===== src/rtl/alu_sequencer.sv =====
// alu_sequencer: multi-cycle control FSM driving the alucontrol/alu/regfile
// datapath. Accepts one 16-bit register-register instruction per valid/ready
// handshake and walks it through DECODE, EXECUTE and WRITEBACK.
// Instruction fields: [15:12] aluop, [11:8] Rdest, [7:4] opext, [3:0] Rsrc.
// Optional build macro RETIRE_CNT_EN adds a 16-bit retired-instruction counter.
module alu_sequencer #(
  parameter int          REG_AW = 4,
  parameter logic [3:0]  OP_CMP = 4'b1011,
  parameter logic [3:0]  OP_NOP = 4'b0000
) (
  input  logic              clk,
  input  logic              reset_n,
  input  logic [15:0]       instr,
  input  logic              instr_valid,
  output logic              instr_ready,
  output logic [REG_AW-1:0] ra1,
  output logic [REG_AW-1:0] ra2,
  output logic [REG_AW-1:0] wa,
  output logic              regwrite,
  output logic [3:0]        aluop,
  output logic [3:0]        opext,
  input  logic [4:0]        psr_in,
  output logic [4:0]        psr_q,
  output logic              done
`ifdef RETIRE_CNT_EN
  ,
  output logic [15:0]       retire_cnt
`endif
);

  typedef enum logic [1:0] {
    IDLE      = 2'd0,
    DECODE    = 2'd1,
    EXECUTE   = 2'd2,
    WRITEBACK = 2'd3
  } state_t;

  state_t      state_q, state_d;
  logic [15:0] instr_q, instr_d;
  logic [4:0]  psr_d;

  // Datapath controls are plain fields of the latched instruction, so they
  // only move at the accept edge and stay put through the following IDLE.
  assign aluop = instr_q[15:12];
  assign opext = instr_q[7:4];
  assign ra1   = REG_AW'(instr_q[3:0]);
  assign ra2   = REG_AW'(instr_q[11:8]);
  assign wa    = REG_AW'(instr_q[11:8]);

  // Next-state, instruction/flag capture and state-decoded strobes
  always_comb begin
    state_d     = state_q;
    instr_d     = instr_q;
    psr_d       = psr_q;
    instr_ready = 1'b0;
    regwrite    = 1'b0;
    done        = 1'b0;
    case (state_q)
      IDLE: begin
        instr_ready = 1'b1;
        if (instr_valid) begin
          instr_d = instr;
          state_d = DECODE;
        end
      end
      DECODE: begin
        state_d = EXECUTE;
      end
      EXECUTE: begin
        if (instr_q[15:12] != OP_NOP) begin
          psr_d = psr_in;
        end
        state_d = WRITEBACK;
      end
      WRITEBACK: begin
        done     = 1'b1;
        regwrite = (instr_q[15:12] != OP_CMP) && (instr_q[15:12] != OP_NOP);
        state_d  = IDLE;
      end
      default: begin
        state_d = IDLE;
      end
    endcase
  end

  // State, instruction and flag registers
  always_ff @(posedge clk or negedge reset_n) begin
    if (!reset_n) begin
      state_q <= IDLE;
      instr_q <= '0;
      psr_q   <= '0;
    end else begin
      state_q <= state_d;
      instr_q <= instr_d;
      psr_q   <= psr_d;
    end
  end

`ifdef RETIRE_CNT_EN
  logic [15:0] retire_cnt_q, retire_cnt_d;

  assign retire_cnt = retire_cnt_q;

  // Count retirements; wraps naturally at 16 bits
  always_comb begin
    retire_cnt_d = retire_cnt_q;
    if (done) begin
      retire_cnt_d = retire_cnt_q + 16'd1;
    end
  end

  // Retire counter register
  always_ff @(posedge clk or negedge reset_n) begin
    if (!reset_n) begin
      retire_cnt_q <= '0;
    end else begin
      retire_cnt_q <= retire_cnt_d;
    end
  end
`endif

endmodule

===== config.mk =====
export PLATFORM = sky130hd
export DESIGN_NAME = alu_sequencer
export DESIGN_NICKNAME = d
export VERILOG_FILES = /design/src/rtl/alu_sequencer.sv
export SDC_FILE = /design/constraint.sdc
export NUM_CORES = 1
export LEC_CHECK = 0
export BUFFER_PORTS_ARGS = -buffer_cell sky130_fd_sc_hd__buf_2
export CORE_ASPECT_RATIO = 1.5
export CORE_MARGIN = 2
export CORE_UTILIZATION = 46
export DETAILED_ROUTE_END_ITERATION = 16
export GPL_ROUTABILITY_DRIVEN = 0
export HOLD_SLACK_MARGIN = 0.1
export PLACE_DENSITY = 0.9
export SYNTH_ARGS = -nofsm -noshare
export SYNTH_HDL_FRONTEND = slang
export SYNTH_SLANG_ARGS = --single-unit

===== constraint.sdc =====
create_clock -name clk -period 3 [get_ports clk]
set_input_delay 0.45 -clock clk [delete_from_list [all_inputs] [get_ports clk]]
set_output_delay 0.45 -clock clk [all_outputs]
set_load 0.005 [all_outputs]

==> results of run 1 <==
-- cell families after synthesis --
family                   Yosys count
flip-flops                        23
multiplexers                      21
buffers and inverters              8
AND/OR/NAND/NOR                    6
AO/OA/AOI/OAI                      5
adder cells (fa/ha/maj)            3
-- metrics by stage --
step	instances	hold WS (ns)
after floorplan	66	0.1544
after global placement	134	0.4322
after detailed placement	134	0.4389
after CTS	139	0.3575
after global routing	139	0.3572
final	139	0.3602
-- layout make-up --
type / count / area (um2) / share of cell area, %
Clock buffer: 3 / 22.52 / 1.786
Clock inverter: 1 / 5.005 / 0.3968
Inverter: 3 / 11.26 / 0.8929
Multi-Input combinational cell: 35 / 354.1 / 28.08
Sequential cell: 23 / 575.6 / 45.63
Tap cell: 22 / 27.53 / 2.183
Timing Repair Buffer: 52 / 265.3 / 21.03
-- state kept, by name, indices dropped and copies added, names as in the netlist --
| signal | count |
|---|---|
| instr_q | 16 |
| psr_q | 5 |
| state_q | 2 |
-- layout by cell type, fill, tap and decap left out --
cell,n
mux2_2,21
inv_1,3
buf_2,51
or3_2,1
o41ai_4,1
clkinv_2,1
nand2_1,1
dfrtp_1,23
nor2b_1,1
ha_1,3
nand3_1,1
a21oi_1,2
nor2_1,2
clkbuf_4,3
o31ai_1,1
dlygate4sd3_1,1
o21ai_0,1
-- worst max-delay path, delay by kind of cell (launching register included) --
| family | cells | cell delay, ns |
|---|---|---|
| AO/OA/AOI/OAI | 1 | 0.15 |
| AND/OR/NAND/NOR | 2 | 0.53 |
| buffers and inverters | 1 | 0.12 |
| flip-flops | 1 | 0.45 |
-- repair_timing --
item                       CTS  global route
gates resized for setup      0             0
hold buffers                 1             0
hold endpoints to repair    13             0
setup buffers                0             0
setup endpoints to repair    0             0
-- where the power goes --
part | internal (mW) | switching (mW)
registers | 0.471 | 0.117
clock network | 0.0498 | 0.0873
logic | 0.340 | 0.226
-- final timing paths --
kind / from / endpoint / slack (ns)
setup / recovery: instr_q[13] / regwrite / 0.99
hold / removal: instr_valid / state_q[1] / 0.36
setup reg to reg: state_q[0] / instr_q[13] / 1.26
hold reg to reg: instr_q[6] / instr_q[6] / 0.52
max in group asynchronous: reset_n / psr_q[4] / 2.04
min in group asynchronous: reset_n / instr_q[6] / 0.62
-- metal layers --
| metal | GRT usage [%] | vias to the layer above | share of wire, % |
|---|---|---|---|
| li1 | - | 326 | - |
| met1 | 17.84 | 327 | 38 |
| met5 | 0 | - | 0 |
| met3 | 2.381 | 4 | 6.5 |
| met2 | 25.00 | 29 | 54 |
| met4 | 6.912 | 0 | 1.2 |
-- synth_stat cells (all sizes together) --
cell / number / area [um2]
a21oi: 2 / 10.01
buf: 5 / 35.03
dfrtp: 23 / 575.6
ha: 3 / 37.54
inv: 3 / 11.26
mux2: 21 / 236.5
nand2: 1 / 3.750
nand3: 1 / 5.000
nor2: 2 / 7.510
nor2b: 1 / 6.260
o21ai: 1 / 5.000
o31ai: 1 / 7.510
o41ai: 1 / 27.53
or3: 1 / 7.510
==> run metrics, run 1 <==
number of global-route vias before repair=662; iteration-0 DRC count of the detailed router=16; global-route wire length before repair=2787 um; pin count of the biggest net entering global routing=24; fraction of layout cells with a size suffix above 1=66.67%; CORE AREA=2027 um2; min-delay worst type=input pin to flop; DRC violations left=0; # fillers=163; depth of the most critical reg-to-reg path=4; CP cell instances=or3_2 -> a21oi_1 -> nor2b_1 -> buf_2; full die area=2514 um2; synthesized netlist cell count=66; gr ovfl total=0; Synth Area in Simple Gates=3.077%; multiplexer share of the synthesized area=24.23%; Nets=145; Max Freq=0.4985 GHz; Sum Neg Setup Slack=0 ns; post-synthesis xor/xnor area fraction=0%; Final Power=1.291 mW; Worst Skew=0.006380 ns; Avg Inst Size Synth=14.79 um2; worst-path fanout max=5; complex-gate fraction of the synthesized area=5.128%; worst-margin pin slew=0.6611 ns; FP Rows=20; setup ws final=0.9940 ns; crit path DAT=1.56 ns; Adder-Cell Fraction of Synth Area=3.846%; Hold Path Cell Cnt=2; Tot GR Track Use=14.48%; Routed WL=1761 um; CP max stage cell=or3_2; total CTS buffers=3; DP Area=1224 um2; critical path data required time=2.55 ns; post-DR wirelength/cell=12.67 um; period utilization=66.87%; TritonCTS Sinks=23; Max-Cap Viols=0; antenna violations before repair=0; Yosys reg bits=23; CP Capture Type=output pin; Starting Density=48.15%; synth warn=0; via/cell ratio=4.935; combinational family with the most area after synthesis=multiplexers; Max Slew Vio Count=0; clk root buf=clkbuf_4; Pwr Density=1023 nW/um2; Die Wd=41.61 um; Max rail drop VDD=0.5447 mV; sequential-to-total area share from yosys stat=58.97%; vias=686; RSZ-0062 raised after global routing=no; Clock Path Buffers=2; fin util=62.22%; clk slew on worst S/H paths=0.11 ns; Final min period=2.006 ns; port bufs=51; CTS HTree Levels=1; slew margin rel.=55.82%; Antenna Nets Post-Route=0; Post-Syn Nets=93; Synth cell types=15; status=completed; Layout area overhead=29.23%; final number of setup-violating endpoints=0; drt pass-1 iters=2; n_diodes=0; I/O pin cnt=52; Die Y=60.41 um; CTS tree=done; setup slack at placement=1.244 ns; DP Wirelength=1398 um; Final Hold Viols=0; leak pwr=0.6463 nW; Worst-Skew Late Latency=0.31 ns; CP Class=flop to output pin; Post-Synthesis Cell Area=975.9 um2; cell area after layout=1261 um2; kind of start point of the critical path=flop; crit-path max cell delay=0.48 ns
No activity file was read; power rests on OpenSTA's default activity.
==> run 2: changes to the inputs <==
--- a/config.mk
+++ b/config.mk
@@ -8,11 +8,11 @@
 export BUFFER_PORTS_ARGS = -buffer_cell sky130_fd_sc_hd__buf_2
 export CORE_ASPECT_RATIO = 1.5
 export CORE_MARGIN = 2
-export CORE_UTILIZATION = 46
+export CORE_UTILIZATION = 39
 export DETAILED_ROUTE_END_ITERATION = 16
 export GPL_ROUTABILITY_DRIVEN = 0
 export HOLD_SLACK_MARGIN = 0.1
-export PLACE_DENSITY = 0.9
+export PLACE_DENSITY = 0.82
 export SYNTH_ARGS = -nofsm -noshare
 export SYNTH_HDL_FRONTEND = slang
 export SYNTH_SLANG_ARGS = --single-unit
==> constraint.sdc (replaced) <==
create_clock -name clk -period 1.7 [get_ports clk]
set_input_delay 0.255 -clock clk [delete_from_list [all_inputs] [get_ports clk]]
set_output_delay 0.255 -clock clk [all_outputs]
set_load 0.005 [all_outputs]
==> run metrics, run 2 (synthesis gave the netlist of run 1 again) <==
# fillers=216; number of global-route vias before repair=733; Max-Cap Viols=0; setup slack at placement=0.2081 ns; Final Hold Viols=0; most frequent cells in the layout=51 x buf_2, 23 x dfrtp_1, 21 x mux2_2; critical path data required time=1.44 ns; worst hold slack=0.1514 ns; RSZ-0062 raised after global routing=no; Pwr Density=1823 nW/um2; most common cell after layout, fill and taps aside=buf_2; Regs by FF count=instr_q x16, psr_q x5, state_q x2; crit path DAT=1.38 ns; CP Class=flop to output pin; Die Y=65.27 um; iteration-0 DRC count of the detailed router=8; Final min period=1.637 ns; worst r2r src=instr_q[13]; TritonCTS Sinks=23; Layout area overhead=34.62%; final number of setup-violating endpoints=0; cell area after layout=1314 um2; status=completed; setup ws final=0.06297 ns; Sum Neg Setup Slack=0 ns; CP max stage cell=dfrtp_1; Die Wd=44.85 um; Nets=149; clk root buf=clkbuf_4; Max rail drop VDD=0.8044 mV; DP Area=1246 um2; CP Capture Type=output pin; worst-path fanout max=2; n_diodes=0; antenna violations before repair=0; fin util=54.24%; placed cells=137; crit-path max cell delay=0.40 ns; CP cell instances=or3_4 -> a21oi_2 -> nor2b_1 -> buf_2; Tot GR Track Use=14.37%; worst-margin pin slew=0.5063 ns; Max Slew Vio Count=0; vias=722; full die area=2927 um2; Max Freq=0.6109 GHz; CTS tree=done; Antenna Nets Post-Route=0; CTS HTree Levels=1; clk slew on worst S/H paths=0.12 ns; Starting Density=40.29%; Biggest register=instr_q; Clock Path Buffers=2; leak pwr=0.6722 nW; via/cell ratio=4.979; Worst-Skew Late Latency=0.31 ns; slew margin rel.=66.25%; max reg flops=16; Final Power=2.394 mW; fraction of layout cells with a size suffix above 1=68.60%; global-route wire length before repair=3049 um; port bufs=51; FP Rows=22; kind of start point of the critical path=flop; Setup crit start=instr_q[13]; Routed WL=1941 um; fin cells=145; DP Wirelength=1509 um; min-delay worst type=input pin to flop; Worst Hold Launch=instr_valid; total CTS buffers=3; gr ovfl total=0; I/O pin cnt=52; post-DR wirelength/cell=13.39 um; CORE AREA=2422 um2; pin count of the biggest net entering global routing=24; DRC violations left=0; period utilization=96.30%; Worst Skew=0.004150 ns; drt pass-1 iters=2
[run 2: area by class of cell]
class / count / area (um2) / area share [%]
clock buffers: 3 / 22.52 / 1.714
repair buffers: 56 / 307.8 / 23.43
clock inverters: 1 / 5.005 / 0.3810
well taps: 24 / 30.03 / 2.286
flip-flops and latches: 23 / 575.6 / 43.81
inverters: 3 / 11.26 / 0.8571
multi-input cells: 35 / 361.6 / 27.52
[run 2: worst max-delay path: cells and delay by family (launching register included)]
kind | cells | cell delay (ns)
simple gates | 2 | 0.44
flops | 1 | 0.40
compound gates | 1 | 0.12
buf+inv | 1 | 0.12
[run 2: worst paths after layout]
path                       depth (start not counted)  slack, ns          to
hold / removal                                     2       0.15  state_q[1]
setup / recovery                                   4       0.06    regwrite
max in group asynchronous                          2       0.92  state_q[0]
hold reg to reg                                    1       0.52    psr_q[4]
setup reg to reg                                   3       0.13    psr_q[3]
min in group asynchronous                          2       0.44  instr_q[9]
[run 2: per-layer routing]
metal	vias up	wire, um	global-route usage (%)
met4	0	43	8.824
li1	333	-	-
met2	25	1111	25.91
met1	359	685	14.75
met5	-	0	0
met3	5	100	2.198
[run 2: power by group]
group / total, mW / internal [mW] / switching, mW
registers: 0.995 / 0.831 / 0.164
clock network: 0.250 / 0.0880 / 0.162
logic: 1.15 / 0.682 / 0.469
total: 2.39 / 1.60 / 0.794
[run 2: what timing repair did]
action / in CTS / in global routing
endpoints found under the hold margin: 23 / 0
resized for setup: 2 / 0
endpoints found under the setup margin: 1 / 1
pin swaps: 0 / 1
buffers inserted: 3 / 0
hold buffers: 1 / 0
==> run 3: changes to the inputs <==
--- a/config.mk
+++ b/config.mk
@@ -10,9 +10,9 @@
 export CORE_MARGIN = 2
 export CORE_UTILIZATION = 39
 export DETAILED_ROUTE_END_ITERATION = 16
-export GPL_ROUTABILITY_DRIVEN = 0
 export HOLD_SLACK_MARGIN = 0.1
 export PLACE_DENSITY = 0.82
+export RECOVER_POWER = 25
 export SYNTH_ARGS = -nofsm -noshare
 export SYNTH_HDL_FRONTEND = slang
 export SYNTH_SLANG_ARGS = --single-unit
==> run metrics, run 3 (synthesis gave the netlist of run 1 again) <==
status=completed; iteration-0 DRC count of the detailed router=8; total CTS buffers=3; CTS tree=done; CP cell instances=or3_4 -> a21oi_2 -> nor2b_1 -> buf_2; placed cells=137; multi-input logic area=361.6 um2; CTS HTree Levels=1; setup ws final=0.06301 ns; leak pwr=0.6724 nW; fin cells=145; I/O pin cnt=52; CP Class=flop to output pin; Starting Density=40.29%; Die Y=65.27 um; global-route wire length before repair=3049 um; Clock Path Buffers=2; Nets=149; kind of start point of the critical path=flop; Pwr Density=1822 nW/um2; min-delay worst type=input pin to flop; Final min period=1.637 ns; most common cell after layout, fill and taps aside=buf_2; fraction of layout cells with a size suffix above 1=68.60%; post-DR wirelength/cell=13.37 um; worst-path fanout max=2; crit path DAT=1.38 ns; period utilization=96.29%; antenna violations before repair=0; vias=723; full die area=2927 um2; Final Hold Viols=0; Routed WL=1939 um; Max-Cap Viols=0; via/cell ratio=4.986; DP Wirelength=1509 um; crit-path max cell delay=0.40 ns; Max rail drop VDD=0.8039 mV; DRC violations left=0; Regs by FF count=instr_q x16, psr_q x5, state_q x2; RSZ-0062 raised after global routing=no; gr ovfl total=0; Worst Skew=0.004191 ns; placer congestion estimate=0.6630; max reg flops=16; TritonCTS Sinks=23; most frequent cells in the layout=50 x buf_2, 23 x dfrtp_1, 21 x mux2_2; CORE AREA=2422 um2; slew margin rel.=62.46%; worst-margin pin slew=0.5630 ns; Worst-Skew Late Latency=0.31 ns; Biggest register=instr_q; critical path data required time=1.44 ns; setup slack at placement=0.2081 ns; Sum Neg Setup Slack=0 ns; clk root buf=clkbuf_4; # fillers=216; n_diodes=0; Layout area overhead=34.62%; Die Wd=44.85 um; FP Rows=22; CP max stage cell=dfrtp_1; clk slew on worst S/H paths=0.12 ns; final number of setup-violating endpoints=0; CP Capture Type=output pin; Max Freq=0.6109 GHz; number of global-route vias before repair=733; Max Slew Vio Count=0; FF+latch area=575.6 um2; Antenna Nets Post-Route=0; Final Power=2.393 mW; pin count of the biggest net entering global routing=24; drt pass-1 iters=2; Tot GR Track Use=14.37%; port bufs=51
## run 3: cell count changes in the layout (fill, tap and decap cells not counted)
cell / delta
buf_2: -1
clkbuf_2: +1
## run 3: path summary, 6_finish.rpt
| check | cells past startpoint | start | slack [ns] | to |
|---|---|---|---|---|
| worst max-delay path | 4 | instr_q[13] | 0.06 | regwrite |
| worst max register to register | 3 | instr_q[13] | 0.13 | psr_q[3] |
| max in group asynchronous | 2 | reset_n | 0.87 | state_q[0] |
| min in group asynchronous | 2 | reset_n | 0.46 | instr_q[9] |
| worst min-delay path | 2 | instr_valid | 0.15 | state_q[1] |
| worst min register to register | 1 | psr_q[4] | 0.52 | psr_q[4] |
## run 3: layout make-up
class / count / share of cell area (%)
flip-flops and latches: 23 / 43.81
multi-input cells: 35 / 27.52
repair buffers: 56 / 23.43
well taps: 24 / 2.286
clock buffers: 3 / 1.714
inverters: 3 / 0.8571
clock inverters: 1 / 0.3810
## run 3: layer usage
layer	global-route usage (%)	routed length, um
met1	14.75	688
met2	25.91	1106
met3	2.198	100
met4	8.824	43
met5	0	0
## run 3: power by group
| part | switching [mW] | internal [mW] |
|---|---|---|
| clock network | 0.162 | 0.0880 |
| logic | 0.467 | 0.681 |
| registers | 0.164 | 0.831 |
## run 3: worst max-delay path: cells and delay by family, from the launching register on
family          cells  cell delay [ns]
simple gates        2             0.44
flops               1             0.40
compound gates      1             0.12
buf+inv             1             0.12
## run 3: timing repair
action / 4_1_cts / 5_1_grt
pin swaps: 0 / 1
endpoints found under the setup margin: 1 / 1
setup buffers: 3 / 0
hold endpoints to repair: 23 / 0
resized for setup: 2 / 0
hold buffers: 1 / 0
gates cloned: 0 / 0
## run 3: per-stage QoR
| step | util (%) | hold slack (ns) | instance area, um2 |
|---|---|---|---|
| 2_1_floorplan | - | -0.04059 | 975.9 |
| 3_5_place_dp | 51.45 | 0.2468 | 1246 |
| 4_1_cts | 54.24 | 0.1468 | 1314 |
| 5_1_grt | 54.24 | 0.1380 | 1314 |
| 3_3_place_gp | 51.45 | 0.2417 | 1246 |
| 6_report | 54.24 | 0.1515 | 1314 |
